File: config.mk
export PLATFORM = sky130hd
export DESIGN_NAME = constraint_rejection_sampler
export DESIGN_NICKNAME = d
export VERILOG_FILES = /design/src/rtl/constraint_sampler_pkg.sv /design/src/rtl/constraint_rejection_sampler_lfsr_step.sv /design/src/rtl/constraint_rejection_sampler.sv
export SDC_FILE = /design/constraint.sdc
export NUM_CORES = 1
export LEC_CHECK = 0
export BUFFER_PORTS_ARGS = -buffer_cell sky130_fd_sc_hd__buf_2
export CAP_MARGIN = 15
export CORE_ASPECT_RATIO = 1.5
export CORE_UTILIZATION = 50
export CTS_CLUSTER_DIAMETER = 150
export DETAILED_ROUTE_END_ITERATION = 8
export GPL_TIMING_DRIVEN = 1
export PLACE_DENSITY = 0.77
export SYNTH_ARGS = -nofsm -noshare
export SYNTH_HDL_FRONTEND = slang
export SYNTH_HIERARCHICAL = 1
export SYNTH_SLANG_ARGS = --single-unit
File: constraint.sdc
create_clock -name clk -period 5.36 [get_ports clk]
set_clock_uncertainty 0.15 [all_clocks]
set_input_delay 1.608 -clock clk [delete_from_list [all_inputs] [get_ports clk]]
set_output_delay 1.608 -clock clk [all_outputs]
set_load 0.01 [all_outputs]
File: src/rtl/constraint_sampler_pkg.sv
// Shared types and constants for the constraint rejection sampler.
//   state_e      : sampler FSM states
//   DEFAULT_TAPS : Fibonacci feedback mask x^10+x^7+1 for a 10-bit LFSR
//   TRIES_W      : width of the tries counter / tries_o port
package constraint_sampler_pkg;

  typedef enum logic [1:0] {
    IDLE   = 2'd0,
    SEARCH = 2'd1,
    HOLD   = 2'd2,
    FAIL   = 2'd3
  } state_e;

  localparam logic [9:0]  DEFAULT_TAPS = 10'h240;
  localparam int unsigned TRIES_W      = 16;

endpackage

File: src/rtl/constraint_rejection_sampler_lfsr_step.sv
// Combinational next-state function of a Fibonacci LFSR.
//   cur_i : current LFSR value
//   nxt_o : {cur_i[W-2:0], parity(cur_i & TAPS)}
module lfsr_step
  import constraint_sampler_pkg::*;
#(
  parameter int unsigned     W    = 10,
  parameter logic [W-1:0]    TAPS = W'(DEFAULT_TAPS)
) (
  input  logic [W-1:0] cur_i,
  output logic [W-1:0] nxt_o
);

  always_comb begin
    nxt_o = {cur_i[W-2:0], ^(cur_i & TAPS)};
  end

endmodule

File: src/rtl/constraint_rejection_sampler.sv
// Rejection sampler: drives LFSR candidates to an external single-constraint
// checker, keeps the first accepted one and offers it on a valid/ready port.
// Gives up after MAX_TRIES rejected candidates.
//   clk, rst_n      : clock, asynchronous active-low reset
//   start_i         : request one sample (honoured in IDLE or FAIL only)
//   cand_o          : current candidate (LFSR register) to the checker
//   cand_ok_i       : checker verdict for cand_o, same cycle
//   sample_o        : accepted candidate, meaningful while sample_valid_o
//   sample_valid_o  : sample available (HOLD state)
//   sample_ready_i  : downstream takes the sample
//   busy_o          : searching or holding a sample
//   fail_o          : try budget exhausted, sticky until next start/reset
//   tries_o         : candidates checked in the current or last request
module constraint_rejection_sampler
  import constraint_sampler_pkg::*;
#(
  parameter int unsigned  W         = 10,
  parameter logic [W-1:0] SEED      = W'(1),
  parameter int unsigned  MAX_TRIES = 1024,
  parameter logic [W-1:0] TAPS      = W'(DEFAULT_TAPS)
) (
  input  logic               clk,
  input  logic               rst_n,
  input  logic               start_i,
  output logic [W-1:0]       cand_o,
  input  logic               cand_ok_i,
  output logic [W-1:0]       sample_o,
  output logic               sample_valid_o,
  input  logic               sample_ready_i,
  output logic               busy_o,
  output logic               fail_o,
  output logic [TRIES_W-1:0] tries_o
);

  // An all-zero LFSR would lock up, so a zero seed is replaced by 1.
  localparam logic [W-1:0]       SEED_EFF = (SEED == '0) ? W'(1) : SEED;
  localparam logic [TRIES_W-1:0] MAX_T    = TRIES_W'(MAX_TRIES);

  state_e               state_q, state_d;
  logic [W-1:0]         lfsr_q, lfsr_d, lfsr_nxt;
  logic [W-1:0]         sample_q, sample_d;
  logic [TRIES_W-1:0]   tries_q, tries_d, tries_inc;
  logic                 fail_q, fail_d;

  lfsr_step #(
    .W    (W),
    .TAPS (TAPS)
  ) u_lfsr_step (
    .cur_i (lfsr_q),
    .nxt_o (lfsr_nxt)
  );

  assign tries_inc = tries_q + TRIES_W'(1);

  always_comb begin
    state_d  = state_q;
    lfsr_d   = lfsr_q;
    sample_d = sample_q;
    tries_d  = tries_q;
    fail_d   = fail_q;
    unique case (state_q)
      IDLE, FAIL: begin
        // The LFSR is deliberately not reseeded here so that back-to-back
        // requests continue the sequence.
        if (start_i) begin
          state_d = SEARCH;
          tries_d = '0;
          fail_d  = 1'b0;
        end
      end
      SEARCH: begin
        // Acceptance is tested first so a hit on the last allowed try wins.
        if (cand_ok_i) begin
          sample_d = lfsr_q;
          tries_d  = tries_inc;
          lfsr_d   = lfsr_nxt;
          state_d  = HOLD;
        end else if (tries_inc == MAX_T) begin
          tries_d = MAX_T;
          fail_d  = 1'b1;
          state_d = FAIL;
        end else begin
          tries_d = tries_inc;
          lfsr_d  = lfsr_nxt;
        end
      end
      HOLD: begin
        if (sample_ready_i) begin
          state_d = IDLE;
        end
      end
      default: state_d = IDLE;
    endcase
  end

  always_ff @(posedge clk or negedge rst_n) begin
    if (!rst_n) begin
      state_q  <= IDLE;
      lfsr_q   <= SEED_EFF;
      sample_q <= '0;
      tries_q  <= '0;
      fail_q   <= 1'b0;
    end else begin
      state_q  <= state_d;
      lfsr_q   <= lfsr_d;
      sample_q <= sample_d;
      tries_q  <= tries_d;
      fail_q   <= fail_d;
    end
  end

  assign cand_o         = lfsr_q;
  assign sample_o       = sample_q;
  assign sample_valid_o = (state_q == HOLD);
  assign busy_o         = (state_q == SEARCH) || (state_q == HOLD);
  assign fail_o         = fail_q;
  assign tries_o        = tries_q;

endmodule

Word level (Yosys, flattened, before mapping)
Cells that the tools add are included.
Widths: inputs -> output; s select.
{"block": "classes", "addsub": 1, "multipliers": 0, "n_div": 0, "n_lt_le_gt_ge": 0, "eq_ne": 10, "n_shift": 0, "mux": 15, "bitwise": 0, "reduce_logical": 10}
{"operator": "$mux 16", "count": 3}
{"operator": "$pmux 16 s2", "count": 1}
{"operator": "$mux 10", "count": 2}
{"operator": "$add 16x1->16 const B", "count": 1}
{"operator": "$eq 16x11->1 const B", "count": 1}
{"operator": "$reduce_xor 10->1", "count": 1}
{"operator": "$mux 2", "count": 4}
{"operator": "$ne 2x2->1 const B", "count": 4}
{"operator": "$pmux 2 s3", "count": 1}
{"operator": "$reduce_and 2->1", "count": 3}
{"operator": "$eq 2x2->1 const B", "count": 2}
{"operator": "$reduce_and 4->1", "count": 1}
{"operator": "$mux 1", "count": 3}
{"operator": "$ne 3x3->1 const B", "count": 1}
{"operator": "$reduce_and 3->1", "count": 1}
{"operator": "$eq 2x1->1 const B", "count": 1}
{"operator": "$logic_not 2->1", "count": 1}
{"operator": "$ne 2x1->1 const B", "count": 1}
{"operator": "$pmux 1 s2", "count": 1}
{"operator": "$reduce_bool 2->1", "count": 1}
{"operator": "$reduce_or 2->1", "count": 1}
{"operator": "$logic_or 1x1->1", "count": 1}
{"block": "word_totals", "regBits": 39, "latchBits": 0, "ram_bits": 0, "romBits": 0, "in_bits": 5, "mem_count": 0}

Logic depth before layout (Yosys ltp)
{"block": "depth", "depth_word": 5, "depth_mapped": 8}

Cells and area by module
The synthesis kept the hierarchy.
{"mod": "constraint_rejection_sampler", "n_inst": 1, "cells_per_inst": 191, "area_each_um2": 2099.5, "seq_area_each_um2": 977.2}
{"mod": "lfsr_step", "n_inst": 1, "cells_per_inst": 10, "area_each_um2": 76.3, "seq_area_each_um2": 0.0}

Worst setup path after synthesis
OpenSTA, ideal clock, no wires.
{"block": "synth_path", "kind": "input -> register", "from": "input port cand_ok_i", "to": "register lfsr_q[1], in the netlist cand_o[1]", "setup_ns": 0.125, "arrival_ns": 2.499, "required_ns": 5.085, "slack_ns": 2.585, "path_stages": 3, "n_path_buf": 1, "path_cell_list": "o41ai_4 buf_6 mux2_4"}
{"block": "synth_via", "elab_chain_len": 2}
{"element": "from (decl)", "line_no": "constraint_rejection_sampler.sv:26", "rtl": "input logic cand_ok_i,"}
{"element": "$ne 2x2->1 (no line)"}
{"element": "$reduce_and 2->1 (no line)"}
{"element": "to (signal assigned)", "line_no": "constraint_rejection_sampler.sv:105", "rtl": "lfsr_q <= lfsr_d;"}
{"element": "to (decl)", "line_no": "constraint_rejection_sampler.sv:40", "rtl": "logic [W-1:0] lfsr_q, lfsr_d, lfsr_nxt;"}
Parallel ways exist; a longest one is shown, timed or not.
A chain may end at the register's enable or synchronous reset.

Final worst setup path
{"block": "layout_path", "from": "register tries_q[4], in the netlist tries_o[4]", "to": "register lfsr_q[3], in the netlist cand_o[3]"}
{"block": "layout_via", "elab_chain_len": 4}
{"element": "from (decl)", "line_no": "constraint_rejection_sampler.sv:42", "rtl": "logic [TRIES_W-1:0] tries_q, tries_d, tries_inc;"}
{"element": "from (signal assigned)", "line_no": "constraint_rejection_sampler.sv:107", "rtl": "tries_q <= tries_d;"}
{"element": "$add 16x1->16", "line_no": "constraint_rejection_sampler.sv:53", "rtl": "assign tries_inc = tries_q + TRIES_W'(1);"}
{"element": "$eq 16x11->1", "line_no": "constraint_rejection_sampler.sv:78", "rtl": "end else if (tries_inc == MAX_T) begin"}
{"element": "$ne 2x2->1 (no line)"}
{"element": "$reduce_and 2->1 (no line)"}
Every way passes these cells.

==> results.tsv <==
stage	metric	value	unit
run_status	status	completed	
critical_path	crit_fanout	12	
critical_path	crit_buf_inv	0	
detailed_routing	drt-initial-drc-count	32	
timing	period_share	0.6169	
global_routing	grt_max_degree	40	
critical_path	crit_slowest_cell	o41ai_4	
timing	min_period	3.307	ns
layout	syn_to_final_growth	12.77	%
logic_synthesis	yosys-top-cells-count	38 x dfrtp_1, 21 x nand2_1, 16 x mux2_2	
floorplan	dieWidth	55.86	µm
detailed_routing	dr_wl_met3	205	µm
layout	final.fill_count	395	
power	peakVddDrop	0.0002916	V
logic_synthesis	post-synth-top-count-cell	dfrtp_1	
detailed_routing	wl_per_cell	16.07	µm
detailed_routing	top_layer	met4	
cts	htree_levels	2	
timing	slew_viol_final	0	
cts	cts-buffers-inserted	5	
cts	ctsResizeCount	0	
global_routing	grt_first_pass_wirelength	7.507	mm
logic_synthesis	ys_ff_latch	39	
cts	postCtsSetupRepairBufs	0	
power	p_per_area	374.2	nW/µm²
placed_design	place.detailed.hpwl	3.104	mm
global_routing	antenna_found_initial	0	
critical_path	path_class	flop to flop	
logic_synthesis	netlist.area_leader.share	0.4370	
job	maxCapViolCount	0	
placed_design	portBuffers	43	
detailed_routing	wl_met1	1.822	mm
cts	path_clk_slew	0.09	ns
cts	hold_buffers	0	
detailed_routing	detail-route-antenna-nets	0	
detailed_routing	vias	1632	
logic_synthesis	yosys_warnings	6	
timing	tns	0	ns
critical_path	slowest_delay	0.92	ns
logic_synthesis	ys_types	45	
placed_design	pre_cts_ws	1.980	ns
layout	diodes	0	
hold_path	hp-class	flop to flop	
critical_path	crit_arrival	3.34	ns
timing	fmax	302.4	MHz
layout	drive_gt1_frac	0.3761	
timing	worst_slew_pin_slew	1.005	ns
logic_synthesis	synth_area_leaders	dfrtp_1 44%, mux2_2 8.3%, mux2_4 5.5%	
detailed_routing	finalWirelength	4.499	mm
logic_synthesis	postSynthAreaPerCell	10.83	µm²
timing	rsz0062_at_grt	no	
detailed_routing	viasPerCell	5.829	
logic_synthesis	synth_largest_area_cell	dfrtp_1	
critical_path	start_kind	flop	
layout	nNetsFinal	241	
logic_synthesis	ys.flop_type	dfrtp_1	
detailed_routing	drt-pass1-iter-count	4	
cts	cts_sinks	39	
cts	clock_path_buffers	2	
floorplan	std_cell_rows	29	
global_routing	grt_pass1_vias	1575	
timing	fin_ws	2.053	ns
logic_synthesis	synth-edff-count	0	
placed_design	gp_congestion	0.8248	
cts	clk_root_buffer_cell	clkbuf_8	
floorplan	core-area	4209	µm²
logic_synthesis	syn_area	2176	µm²
global_routing	grt-ovfl-total	0	
logic_synthesis	async_flop_share	1.000	
floorplan	io_pins	44	
logic_synthesis	syn_inst	201	
timing	final-hold-violation-count	0	
timing	slew_headroom	0.3277	
timing	setup_violations	0	
floorplan	dieArea	4625	µm²
floorplan	die_height	82.80	µm
global_routing	gr-usage-all-layers	0.2124	
critical_path	critPathTopFamily	compound AO/OA/AOI/OAI gates	
critical_path	crit_path_end_kind	flop	
cts	clk_latency	0.30	ns
logic_synthesis	yosysSeqAreaShare	0.4491	
cts	cts_tree	yes	
critical_path	critPathRequiredTime	5.40	ns
floorplan	start_util	0.5169	
detailed_routing	drc	0	
logic_synthesis	syn-num-nets	209	
detailed_routing	route.met2.wl	2.367	mm
power	leakage	0.001264	µW
critical_path	cp_cell_sequence	nand3_2 > nor4_4 > a31oi_1 > or3_4 > o41ai_4 > mux2_2	
## power by group
group | internal, µW | switching (µW) | total (µW) | leakage (µW)
logic | 111 | 198 | 309 | 0.000674
registers | 315 | 37.0 | 352 | 0.000534
clock network | 140 | 116 | 257 | 0.0000548
total | 567 | 352 | 918 | 0.00126
## placed cells by master (no fill, tap or decap), types with 3 or more instances in the layout
cell / netlist / layout
a22o_1: 11 / 11
buf_2: 2 / 43
clkbuf_8: 0 / 5
dfrtp_1: 38 / 38
ha_1: 3 / 3
inv_1: 7 / 7
mux2_2: 16 / 16
mux2_4: 8 / 8
mux2i_1: 4 / 4
nand2_1: 21 / 21
nand2b_1: 3 / 3
nand3_1: 10 / 10
nor2_1: 9 / 9
nor3_1: 4 / 4
nor4_1: 3 / 3
o21ai_0: 10 / 10
o31ai_1: 3 / 3
## cells by family after synthesis
kind of cell | Yosys count | share of synthesized area
muxes | 28 | 0.1564
DFF | 39 | 0.4491
adders and majority gates | 3 | 0.01725
and+or+nand+nor | 62 | 0.1570
AOI/OAI and AO/OA | 40 | 0.1420
buffers and inverters | 26 | 0.06613
xor gates and xnor gates | 3 | 0.01208
## worst paths after layout
check,startpoint,end,slack [ns],cells past startpoint
worst max-delay path,tries_o[4]$_DFFE_PN0P_,cand_o[3]$_DFFE_PN0P_,2.05,6
worst min-delay path,sample_o[8]$_DFFE_PN0P_,sample_o[8]$_DFFE_PN0P_,0.36,1
worst max register to register,tries_o[4]$_DFFE_PN0P_,cand_o[3]$_DFFE_PN0P_,2.05,6
worst min register to register,sample_o[8]$_DFFE_PN0P_,sample_o[8]$_DFFE_PN0P_,0.36,1
max in group asynchronous,rst_n,state_q[0]$_DFFE_PN0P_,3.26,1
min in group asynchronous,rst_n,tries_o[2]$_DFFE_PN0P_,1.26,1
## routing by layer
| layer | track usage | vias to the layer above |
|---|---|---|
| met2 | 0.3747 | 49 |
| li1 | - | 780 |
| met1 | 0.2413 | 792 |
| met3 | 0.04651 | 11 |
| met5 | 0 | - |
| met4 | 0.1171 | 0 |
## through the flow
stage	instances	total power [µW]	hold slack [ns]	cell area, µm²	utilization
finish	280	918.1	0.3612	2454	0.5829
global route	280	975.3	0.3767	2454	0.5829
CTS	279	915.5	0.3618	2446	0.5812
detailed placement	271	659.7	0.3419	2331	0.5538
global placement	271	650.8	0.3332	2331	0.5538
floorplan	201	587.6	0.3994	2176	-
## registers in the layout, summed over array words and instances (netlist names)
| name | flops |
|---|---|
| tries_o | 16 |
| state_q | 2 |
| cand_o | 10 |
| fail_o | 1 |
| sample_o | 10 |
## final cells by class
class | count | area (µm²) | share of cell area
well taps | 46 | 57.56 | 0.02346
clock buffers | 5 | 68.82 | 0.02805
multi-input cells | 136 | 1055 | 0.4299
flip-flops and latches | 39 | 977.2 | 0.3983
clock inverters | 3 | 46.29 | 0.01887
inverters | 7 | 26.28 | 0.01071
repair buffers | 44 | 222.7 | 0.09077
No activity file was read; power rests on OpenSTA's default activity.
